--- src/rtl/btn_pkg.sv ---
// btn_pkg: shared state type and counter width helpers for the button conditioner
package btn_pkg;
  typedef enum logic [1:0] {IDLE, PRESS_WAIT, HELD, RELEASE_WAIT} btn_state_t;
  function automatic int cnt_w(input int n);
    return (n < 2) ? 1 : $clog2(n);
  endfunction
  function automatic int hold_w(input int n);
    return (n < 2) ? 1 : $clog2(n);
  endfunction
endpackage

--- src/rtl/btn_conditioner_if.sv ---
// btn_conditioner_if: raw button pins in, conditioned level and pulses out
interface btn_conditioner_if #(parameter int N = 2);
  logic [N-1:0] btn_raw;
  logic [N-1:0] btn_level;
  logic [N-1:0] btn_press;
  logic [N-1:0] btn_release;
  logic [N-1:0] btn_long;
  modport master(output btn_raw, input btn_level, btn_press, btn_release, btn_long);
  modport slave(input btn_raw, output btn_level, btn_press, btn_release, btn_long);
endinterface

--- src/rtl/btn_conditioner_channel.sv ---
// btn_channel: synchronizer, debounce FSM and hold timer for one button
module btn_channel
  import btn_pkg::*;
#(
  parameter int DEBOUNCE_CYCLES = 500000,
  parameter int LONG_CYCLES     = 50000000,
  parameter int BTN_ACTIVE_LOW  = 1
) (
  input  logic clk,
  input  logic reset,
  input  logic raw,
  output logic level,
  output logic press,
  output logic rel,
  output logic long_p
);
  localparam int CW = cnt_w(DEBOUNCE_CYCLES);
  localparam int HW = hold_w(LONG_CYCLES);
  localparam logic [CW-1:0] C_END = CW'(DEBOUNCE_CYCLES - 2);
  localparam logic [HW-1:0] H_END = HW'(LONG_CYCLES - 2);
  localparam logic [HW-1:0] H_MAX = HW'(LONG_CYCLES - 1);
  localparam logic IDLE_LVL = (BTN_ACTIVE_LOW != 0);
  btn_state_t state_q, state_d;
  logic [CW-1:0] cnt_q, cnt_d;
  logic [HW-1:0] hold_q, hold_d;
  logic s1_q, s2_q, p;
  logic long_done_q, long_done_d;
  logic level_q, level_d, press_q, press_d, rel_q, rel_d, long_q, long_d;
  assign p = s2_q ^ IDLE_LVL;
  // counters compare against END-1 so the transition lands on the edge the count reaches END
  always_comb begin
    state_d     = state_q;
    cnt_d       = cnt_q + 1'b1;
    hold_d      = (hold_q == H_MAX) ? hold_q : hold_q + 1'b1;
    long_done_d = long_done_q;
    level_d     = level_q;
    press_d     = 1'b0;
    rel_d       = 1'b0;
    long_d      = (state_q == HELD || state_q == RELEASE_WAIT) && hold_q == H_END && !long_done_q;
    case (state_q)
      IDLE: begin
        hold_d = '0;
        cnt_d  = '0;
        if (p) state_d = PRESS_WAIT;
      end
      PRESS_WAIT: begin
        hold_d = '0;
        if (!p) state_d = IDLE;
        else if (cnt_q == C_END) begin
          state_d = HELD;
          level_d = 1'b1;
          press_d = 1'b1;
        end
      end
      HELD: begin
        cnt_d = '0;
        if (!p) state_d = RELEASE_WAIT;
      end
      default: begin
        if (p) state_d = HELD;
        else if (cnt_q == C_END) begin
          state_d = IDLE;
          level_d = 1'b0;
          rel_d   = 1'b1;
          long_d  = 1'b0;
        end
      end
    endcase
    long_done_d = rel_d ? 1'b0 : (long_done_q | long_d);
  end
  always_ff @(posedge clk or posedge reset) begin
    if (reset) begin
      s1_q        <= IDLE_LVL;
      s2_q        <= IDLE_LVL;
      state_q     <= IDLE;
      cnt_q       <= '0;
      hold_q      <= '0;
      long_done_q <= 1'b0;
      level_q     <= 1'b0;
      press_q     <= 1'b0;
      rel_q       <= 1'b0;
      long_q      <= 1'b0;
    end else begin
      s1_q        <= raw;
      s2_q        <= s1_q;
      state_q     <= state_d;
      cnt_q       <= cnt_d;
      hold_q      <= hold_d;
      long_done_q <= long_done_d;
      level_q     <= level_d;
      press_q     <= press_d;
      rel_q       <= rel_d;
      long_q      <= long_d;
    end
  end
  assign level  = level_q;
  assign press  = press_q;
  assign rel    = rel_q;
  assign long_p = long_q;
endmodule

--- src/rtl/btn_conditioner.sv ---
// btn_conditioner: maps the button vectors onto independent conditioning channels
module btn_conditioner
  import btn_pkg::*;
#(
  parameter int N_BTN           = 2,
  parameter int DEBOUNCE_CYCLES = 500000,
  parameter int LONG_CYCLES     = 50000000,
  parameter int BTN_ACTIVE_LOW  = 1
) (
  input logic clk,
  input logic reset,
  btn_conditioner_if.slave bus
);
  logic [N_BTN-1:0] level, press, rel, lng;
  for (genvar i = 0; i < N_BTN; i++) begin : g_ch
    btn_channel #(
      .DEBOUNCE_CYCLES(DEBOUNCE_CYCLES),
      .LONG_CYCLES    (LONG_CYCLES),
      .BTN_ACTIVE_LOW (BTN_ACTIVE_LOW)
    ) u_ch (
      .clk   (clk),
      .reset (reset),
      .raw   (bus.btn_raw[i]),
      .level (level[i]),
      .press (press[i]),
      .rel   (rel[i]),
      .long_p(lng[i])
    );
  end
  assign bus.btn_level   = level;
  assign bus.btn_press   = press;
  assign bus.btn_release = rel;
  assign bus.btn_long    = lng;
endmodule

--- src/flat_wrapper.sv ---
// flat-port wrapper written by rule: the top's interface ports become plain ports
module btn_conditioner_flat import btn_pkg::*;
#(
  parameter int N_BTN           = 2,
  parameter int DEBOUNCE_CYCLES = 500000,
  parameter int LONG_CYCLES     = 50000000,
  parameter int BTN_ACTIVE_LOW  = 1
)
  (clk, reset, bus_btn_raw, bus_btn_level, bus_btn_press, bus_btn_release, bus_btn_long);
  btn_conditioner_if #(.N(2)) bus_i ();
  input logic clk;
  input logic reset;
  input wire logic [$bits(bus_i.btn_raw)-1:0] bus_btn_raw;
  output wire logic [$bits(bus_i.btn_level)-1:0] bus_btn_level;
  output wire logic [$bits(bus_i.btn_press)-1:0] bus_btn_press;
  output wire logic [$bits(bus_i.btn_release)-1:0] bus_btn_release;
  output wire logic [$bits(bus_i.btn_long)-1:0] bus_btn_long;
  assign bus_i.btn_raw = bus_btn_raw;
  assign bus_btn_level = bus_i.btn_level;
  assign bus_btn_press = bus_i.btn_press;
  assign bus_btn_release = bus_i.btn_release;
  assign bus_btn_long = bus_i.btn_long;
  btn_conditioner #(.N_BTN(N_BTN), .DEBOUNCE_CYCLES(DEBOUNCE_CYCLES), .LONG_CYCLES(LONG_CYCLES), .BTN_ACTIVE_LOW(BTN_ACTIVE_LOW)) u_core (.clk(clk), .reset(reset), .bus(bus_i));
endmodule
--- config.mk ---
export PLATFORM = sky130hd
export DESIGN_NAME = btn_conditioner_flat
export DESIGN_NICKNAME = d
export VERILOG_FILES = /design/src/rtl/btn_pkg.sv /design/src/rtl/btn_conditioner_if.sv /design/src/rtl/btn_conditioner_channel.sv /design/src/rtl/btn_conditioner.sv /design/src/flat_wrapper.sv
export SDC_FILE = /design/constraint.sdc
export NUM_CORES = 1
export LEC_CHECK = 0
export ABC_AREA = 1
export ABC_CLOCK_PERIOD_IN_PS = 3100
export CAP_MARGIN = 0
export CORE_MARGIN = 3
export CORE_UTILIZATION = 24
export CTS_CLUSTER_SIZE = 40
export DETAILED_ROUTE_END_ITERATION = 16
export PLACE_DENSITY = 0.39
export SLEW_MARGIN = 20
export SYNTH_ARGS = -nofsm -noshare
export SYNTH_HDL_FRONTEND = slang
export SYNTH_SLANG_ARGS = --single-unit
export TNS_END_PERCENT = 100
--- constraint.sdc ---
create_clock -name clk -period 3.1 [get_ports clk]
set_input_delay 0.31 -clock clk [delete_from_list [all_inputs] [get_ports clk]]
set_output_delay 0.31 -clock clk [all_outputs]
set_load 0.01 [all_outputs]
Yosys cells after proc, flatten, opt, wreduce, memory -nomap -nowiden
Index checks and enable logic that the tools add are counted.
{ "op_classes": {"n_addsub": 4, "n_eq_ne": 24, "mux": 48, "n_bitwise": 4, "reduce_logical": 22} }
{ "ops": {"columns": ["op", "n"], "rows": [
  ["$eq A26 B26 Y1 const B", 4],
  ["$mux W26", 4],
  ["$add A26 B1 Y26 const B", 2],
  ["$add A19 B1 Y19 const B", 2],
  ["$eq A19 B19 Y1 const B", 2],
  ["$mux W19", 2],
  ["$mux W1", 26],
  ["$mux W2", 12],
  ["$ne A2 B2 Y1 const B", 8],
  ["$reduce_and A4 Y1", 4],
  ["$pmux W2 S3", 2],
  ["$eq A2 B2 Y1 const B", 4],
  ["$ne A4 B1 Y1 const B", 2],
  ["$reduce_or A2 Y1", 4],
  ["$ne A3 B3 Y1 const B", 2],
  ["$reduce_or A3 Y1", 2],
  ["$eq A2 B1 Y1 const B", 2],
  ["$logic_and A1 B1 Y1", 4],
  ["$logic_not A2 Y1", 2],
  ["$pmux W1 S2", 2],
  ["$reduce_bool A2 Y1", 2],
  ["$logic_not A1 Y1", 2],
  ["$logic_or A1 B1 Y1", 2],
  ["$not A1 Y1", 2],
  ["$or A1 B1 Y1", 2]
]} }
{ "totals": {"regBits": 108, "input_bits": 4, "out_inout_bits": 8} }

Logic depth before layout (Yosys ltp)
Gate-level depths: netlist (run 1).
{ "logic_depth": {"ltp_word": 9, "mapped_depth": 10, "depth_no_buf": 10} }

Cells and area by module
A second synthesis (run 1) with hierarchy kept.
{ "unflattened": {"cells_unflattened": 872, "area_unflattened_um2": 6348.6} }
{ "by_module_without_submodules": {"columns": ["mod", "n_inst", "cells_per_inst", "area_per_inst_um2"], "rows": [
  ["btn_channel (u_core.g_ch[1].u_ch)", 1, 436, 3195.6],
  ["btn_channel (u_core.g_ch[0].u_ch)", 1, 436, 3153.0]
]} }

Worst setup path before layout (run 1)
OpenSTA, ideal clock, no wires.
{ "synth_path": {"path_kind": "register to register", "startpoint": "register u_core.g_ch[1].u_ch.cnt_q[0]", "endpoint": "register u_core.g_ch[1].u_ch.cnt_q[14]", "setup_ns": 0.119, "arrival_time_ns": 1.319, "t_required_ns": 2.981, "setup_slack_ns": 1.661, "path_stages_with_launch": 9, "path_buffers": 0, "path_cell_list": "dfrtp_1 > ha_1 > nand2_1 > nor2_1 > inv_1 > nor2_2 > nand2_1 > o21ai_1 > nor2_1"} }
{ "synth_between": {"elab_chain_len": 2} }
{ "synth_rtl": {"columns": ["element", "line_no", "text"], "rows": [
  ["start: declaration", "btn_conditioner_channel.sv:24", "logic [CW-1:0] cnt_q, cnt_d;"],
  ["start signal: assignment", "btn_conditioner_channel.sv:87", "cnt_q <= cnt_d;"],
  ["$add A19 B1 Y19", "btn_conditioner_channel.sv:33", "cnt_d = cnt_q + 1'b1;"],
  ["$mux W19", "btn_conditioner_channel.sv:40", "case (state_q)"],
  ["named net u_core.g_ch[1].u_ch.cnt_d[14]", "btn_conditioner_channel.sv:24", null]
]} }
The timed path passes the listed nets, and every way through them passes these cells.
A chain may end at the register's enable or synchronous reset.

Final worst setup path (run 1)
Same ends and word-level chain as after synthesis.

==> impl_metrics.env, run 1 <==
export IMPL_final_max_slew_viol_count=0
export IMPL_cts_max_path_buffers=2
export IMPL_register_area_mm2=0.00271
export IMPL_met3_usage=0.0152
export IMPL_fin_crit_ps=1690
export IMPL_place_congestion=0.818
export IMPL_die_area_mm2=0.0285
export IMPL_reg2reg_depth=8
export IMPL_postCtsHoldBufs=0
export IMPL_tightestPinTransition_ps=788
export IMPL_period_share=0.544
export IMPL_drt_initial_drc_count=289
export IMPL_ys_ff_latch=108
export IMPL_synth_top_cell_by_area="dfrtp_1"
export IMPL_firstDrtPassIters=4
export IMPL_fin_worst_skew_ps=10.1
export IMPL_synth_async_reset_ratio=1.00
export IMPL_grtUsageTotal=0.116
export IMPL_ant_nets=0
export IMPL_drt_vias_per_instance=4.28
export IMPL_post_cts_buffers=0
export IMPL_synth_edf_count=0
export IMPL_htreeDepth=3
export IMPL_use_met1=0.167
export IMPL_rsz0062_at_grt="no"
export IMPL_n_antenna_cell=0
export IMPL_synth_top_area_share=0.410
export IMPL_gr_total_overflow=0
export IMPL_clk_pin_slew_ps=70
export IMPL_synth_area_per_cell_um2=7.01
export IMPL_cts_sinks=108
export IMPL_synth_most_common_cell="nand2_1"
export IMPL_synth_fp_nets=918
export IMPL_crit_path_max_fanout=7
export IMPL_placementRows=58
export IMPL_critPathRequiredTime_ps=3340
export IMPL_reg2reg_setup_slack_ps=1410
export IMPL_ys_warn_count=0
export IMPL_antenna_found_initial=0
export IMPL_seq_area_frac_synth=0.426
export IMPL_critPathKind="register to register"
export IMPL_fin_area_mm2=0.00712
export IMPL_hpwl_mm=11.7
export IMPL_cts_root_buf="clkbuf_16"
export IMPL_start_util=0.248
export IMPL_area_growth_pct=12.0
export IMPL_drive_above_1_share=0.0871
export IMPL_core_area_mm2=0.0256
export IMPL_fillers=2825
export IMPL_top_usage_layer="met2"
export IMPL_ys_flop_type="dfrtp_1"
export IMPL_rr_endpoint="u_core.g_ch[1].u_ch.cnt_q[14]"
export IMPL_wl_per_cell_um=12.5
export IMPL_synthTopCellsByArea="dfrtp_1, nand2_1, nor2_1, nand3_1, inv_1"
export IMPL_die_w_um=169
export IMPL_cp_start_kind="register"
export IMPL_fin_tns_setup_ps=0
export IMPL_leakage_nw=2.84
export IMPL_die_y_um=169
export IMPL_cts_made_buffers=9
export IMPL_power_density_mw_per_mm2=377
export IMPL_drc=0
export IMPL_place_area_mm2=0.00683
export IMPL_cts_tree="done"
export IMPL_status="completed"
export IMPL_cp_arrival_ps=1930
export IMPL_grt_pass1_vias=5252
export IMPL_finalHoldViolations=0
export IMPL_grt_first_pass_wirelength_mm=26.8
export IMPL_maxSlewHeadroom=0.474
export IMPL_hp_class="register to register"
export IMPL_route_vias_total=5337
export IMPL_endpoint_kind="register"
export IMPL_pin_count=12
export IMPL_whs_ps=353
export IMPL_routed_wl_mm=15.6
export IMPL_ys_top_cells_by_count="nand2_1, nor2_1, dfrtp_1, inv_1, nand3_1"
export IMPL_vdd_drop_max_mv=0.326
export IMPL_nets=925
export IMPL_crit_start="u_core.g_ch[1].u_ch.cnt_q[0]"
export IMPL_setup_viol=0
export IMPL_cts_resized_gates=0
export IMPL_synthCells=906
export IMPL_grt_max_degree=38
export IMPL_use_met2=0.178
export IMPL_fmax_mhz=593
export IMPL_critPathCapture="u_core.g_ch[1].u_ch.cnt_q[14]"
export IMPL_multi_input_area_mm2=0.00321
export IMPL_ys_types=34
export IMPL_cap_violations=0
export IMPL_insertion_delay_ps=350
export IMPL_syn_area_mm2=0.00635
export IMPL_io_buffers=11
export IMPL_r2r_start="u_core.g_ch[1].u_ch.cnt_q[0]"
-- worst min-delay path by stage --
stage,slack (ps),cells past startpoint,endpoint,startpoint
3_5_place_dp,350,0,u_core.g_ch[0].u_ch.s2_q,u_core.g_ch[0].u_ch.s1_q
3_3_place_gp,350,0,u_core.g_ch[0].u_ch.s2_q,u_core.g_ch[0].u_ch.s1_q
5_1_grt,340,1,u_core.g_ch[1].u_ch.s1_q,bus_btn_raw[1]
6_report,350,0,u_core.g_ch[0].u_ch.s2_q,u_core.g_ch[0].u_ch.s1_q
2_1_floorplan,310,0,u_core.g_ch[0].u_ch.s1_q,bus_btn_raw[0]
4_1_cts,350,1,u_core.g_ch[1].u_ch.s1_q,bus_btn_raw[1]
-- sequential cells by signal, indices dropped and copies added, names as in the netlist, named ones only --
name                          count
u_core.g_ch.u_ch.rel              2
u_core.g_ch.u_ch.state_q          2
u_core.g_ch.u_ch.long_done_q      2
u_core.g_ch.u_ch.s1_q             2
u_core.g_ch.u_ch.press            2
u_core.g_ch.u_ch.hold_q          52
u_core.g_ch.u_ch.long_p           2
u_core.g_ch.u_ch.s2_q             2
u_core.g_ch.u_ch.level            2
u_core.g_ch.u_ch.cnt_q           38
-- metrics by stage --
step	total power [mW]	utilization	std cells	setup WS (ps)
6_report	2.69	0.278	1248	1410
4_1_cts	2.75	0.278	1248	1410
5_1_grt	2.82	0.278	1248	1270
3_3_place_gp	1.54	0.267	1232	1460
3_5_place_dp	1.54	0.267	1232	1430
2_1_floorplan	1.50	-	906	1490
-- layout by cell type (no fill, tap or decap), types with 3 or more instances in the layout --
cell,count
nand2_1,259
nor2_1,210
dfrtp_1,104
inv_1,81
nand3_1,69
a21oi_1,22
nor2_2,15
nand2_2,14
nand4_1,14
o21ai_0,14
xor2_1,12
nor2_4,11
clkdlybuf4s50_1,11
nor3_1,10
clkbuf_16,9
xnor2_1,8
ha_1,8
or2_2,7
nand3b_1,4
a31oi_1,4
dfstp_2,4
inv_2,3
nand3_2,3
buf_4,3
-- report_power, final --
part | leakage, nW | switching [mW] | internal, mW
clock network | 0.141 | 0.550 | 0.633
logic | 1.21 | 0.0484 | 0.0196
registers | 1.49 | 0.0164 | 1.42
-- critical path, stage by stage, from the launching register on --
cell	delay, ps
dfrtp_1	470
ha_1	310
nand2_1	100
nor2_1	180
inv_1	110
nor2_2	130
nand2_1	90
o21ai_1	130
nor2_1	60
-- kinds of logic (layout without fill, tap and decap cells) --
logic type               count (synthesis)  in the layout  synth area share
AND/OR/NAND/NOR                        622            622             0.427
flip-flops                             108            108             0.426
buffers and inverters                  106            118            0.0691
AO/OA/AOI/OAI                           42             42            0.0343
XOR/XNOR                                20             20            0.0276
adder cells (fa/ha/maj)                  8              8            0.0158
-- layer usage --
metal,vias up,wire length (µm)
met3,15,327
met1,2425,8190
met2,58,6860
met5,-,0
li1,2839,-
met4,0,250
-- cell type report --
| type | instances | share of cell area |
|---|---|---|
| clock buffers | 11 | 0.0327 |
| repair buffers | 16 | 0.0242 |
| well taps | 330 | 0.0580 |
| multi-input cells | 692 | 0.451 |
| flip-flops and latches | 108 | 0.380 |
| clock inverters | 5 | 0.00843 |
| inverters | 86 | 0.0459 |
No activity file was read; power rests on OpenSTA's default activity.
==> inputs of run 2 (changes only) <==
- ABC_CLOCK_PERIOD_IN_PS: 3100 -> 1500
- clock period: 3.1 -> 1.5 ns (I/O delays scaled with it)
==> run 2 against run 1 <==
- clock power increased by 100%
- cell count increased by 4.2%
- clock-buffer cell count increased by 2
- combinational power increased to 2.8 times the previous value
- sequential cell count unchanged
- non-clock buffer count increased by 52
- critical endpoint is now u_core.g_ch[1].u_ch.hold_q[6]
- largest cell class unchanged
==> impl_metrics.env, run 2 (synthesis results as in run 1) <==
export IMPL_htreeDepth=3
export IMPL_fin_crit_ps=1420
export IMPL_place_congestion=0.796
export IMPL_ant_nets=0
export IMPL_hp_class="input port to register"
export IMPL_firstDrtPassIters=5
export IMPL_core_area_mm2=0.0256
export IMPL_route_vias_total=5482
export IMPL_maxSlewHeadroom=0.696
export IMPL_rsz0062_at_grt="yes"
export IMPL_crit_start="u_core.g_ch[1].u_ch.hold_q[0]"
export IMPL_final_max_slew_viol_count=0
export IMPL_power_density_mw_per_mm2=715
export IMPL_fin_total_pwr_mw=5.50
export IMPL_tightestPinTransition_ps=456
export IMPL_final_cell_mix="nand2_1, nor2_1, dfrtp_1, inv_1, nand3_1"
export IMPL_grtUsageTotal=0.119
export IMPL_cp_cell_sequence="ha_2, nand3_2, nor2_4, buf_4, or2_2, nand3_1, nand2_1"
export IMPL_drive_above_1_share=0.179
export IMPL_slowest_stage="dfrtp_1"
export IMPL_clk_pin_slew_ps=70
export IMPL_top_register="u_core.g_ch.u_ch.hold_q"
export IMPL_die_w_um=169
export IMPL_die_y_um=169
export IMPL_utilization=0.301
export IMPL_cpPeakStageDelay_ps=410
export IMPL_die_area_mm2=0.0285
export IMPL_drt_vias_per_instance=4.21
export IMPL_final_common_cell="nand2_1"
export IMPL_wl_per_cell_um=12.4
export IMPL_cts_root_buf="clkbuf_16"
export IMPL_io_buffers=11
export IMPL_critPathCapture="u_core.g_ch[1].u_ch.hold_q[6]"
export IMPL_vdd_drop_max_mv=0.418
export IMPL_largest_register_ffs=52
export IMPL_drc=0
export IMPL_grt_max_degree=73
export IMPL_placementRows=58
export IMPL_pin_count=12
export IMPL_cap_violations=0
export IMPL_endpoint_kind="register"
export IMPL_fin_area_mm2=0.00770
export IMPL_fin_worst_skew_ps=10.7
export IMPL_period_share=0.948
export IMPL_place_area_mm2=0.00714
export IMPL_reg2reg_setup_slack_ps=80
export IMPL_cts_max_path_buffers=2
export IMPL_critPathKind="register to register"
export IMPL_cp_start_kind="register"
export IMPL_grt_first_pass_wirelength_mm=27.6
export IMPL_leakage_nw=3.12
export IMPL_rr_endpoint="u_core.g_ch[1].u_ch.hold_q[6]"
export IMPL_critPathRequiredTime_ps=1740
export IMPL_hpwl_mm=12.0
export IMPL_area_growth_pct=21.2
export IMPL_fmax_mhz=703
export IMPL_finalHoldViolations=0
export IMPL_cts_sinks=108
export IMPL_nets=977
export IMPL_postCtsHoldBufs=0
export IMPL_grt_pass1_vias=5441
export IMPL_r2r_start="u_core.g_ch[1].u_ch.hold_q[0]"
export IMPL_status="completed"
export IMPL_routed_wl_mm=16.2
export IMPL_reg2reg_depth=7
export IMPL_cp_arrival_ps=1660
export IMPL_start_util=0.248
export IMPL_crit_path_max_fanout=5
export IMPL_drt_initial_drc_count=317
export IMPL_antenna_found_initial=0
export IMPL_insertion_delay_ps=350
export IMPL_cts_tree="done"
export IMPL_whs_ps=206
export IMPL_setup_viol=0
export IMPL_gr_total_overflow=0
export IMPL_cts_made_buffers=9
export IMPL_reg_top3="u_core.g_ch.u_ch.hold_q (52), u_core.g_ch.u_ch.cnt_q (38)"
[run 2: changes by cell type in the layout (fill, tap and decap cells not counted), sizes merged]
cell           before  now
buf                 5   57
clkbuf             11   13
clkdlybuf4s50      11    9
inv                86   84
bufinv              1    0
clkinv              2    3
diode               0    1
dlygate4sd2         0    1
dlymetal6s2s        0    1
[run 2: repair_timing]
| action | in CTS | in global routing |
|---|---|---|
| setup endpoints to repair | 7 | 47 |
| gates resized for setup | 1 | 63 |
| setup buffers | 1 | 9 |
| pin swaps | 1 | 24 |
[run 2: final cells by class]
type	instances	area, µm²
Antenna cell	1	2.50
Sequential cell	108	2720
Fill cell	2810	17900
Clock inverter	3	21.3
Multi-Input combinational cell	692	3380
Tap cell	330	413
Timing Repair Buffer	68	576
Inverter	86	332
Clock buffer	13	260
[run 2: metrics by stage]
step | instances | setup TNS [ps] | setup WS [ps]
floorplan | 906 | 0 | 51.8
global placement | 1274 | 0 | 22.4
detailed placement | 1274 | -4.57 | -4.57
CTS | 1291 | 0 | 5.63
global route | 1300 | -331 | -47.4
finish | 1301 | 0 | 78.2
[run 2: layer usage]
layer | wire, µm | up-vias | track usage | part of all wire
li1 | - | 2949 | - | -
met1 | 8600 | 2457 | 0.176 | 0.53
met2 | 6960 | 59 | 0.180 | 0.43
met3 | 302 | 17 | 0.0140 | 0.019
met4 | 285 | 0 | 0.0413 | 0.018
met5 | 0 | - | 0 | 0
[run 2: where the power goes]
group	internal, mW	switching (mW)
Combinational	0.0686	0.123
Sequential	2.93	0.0215
Clock	1.22	1.13
Total	4.23	1.28
[run 2: how the worst min path moves through the flow]
stage | to | cells after the start | from | slack (ps)
floorplan | u_core.g_ch[0].u_ch.s1_q | 0 | bus_btn_raw[0] | 150
global placement | u_core.g_ch[1].u_ch.s2_q | 0 | u_core.g_ch[1].u_ch.s1_q | 350
detailed placement | u_core.g_ch[1].u_ch.s2_q | 0 | u_core.g_ch[1].u_ch.s1_q | 350
CTS | u_core.g_ch[0].u_ch.s1_q | 1 | bus_btn_raw[0] | 190
global route | u_core.g_ch[0].u_ch.s1_q | 1 | bus_btn_raw[0] | 190
finish | u_core.g_ch[0].u_ch.s1_q | 1 | bus_btn_raw[0] | 210
[run 2: critical path, delay by kind of cell (launching register included)]
| family | cells | cell delay (ps) |
|---|---|---|
| simple gates | 5 | 540 |
| flops | 1 | 410 |
| fa+ha+maj | 1 | 230 |
| buf+inv | 1 | 130 |
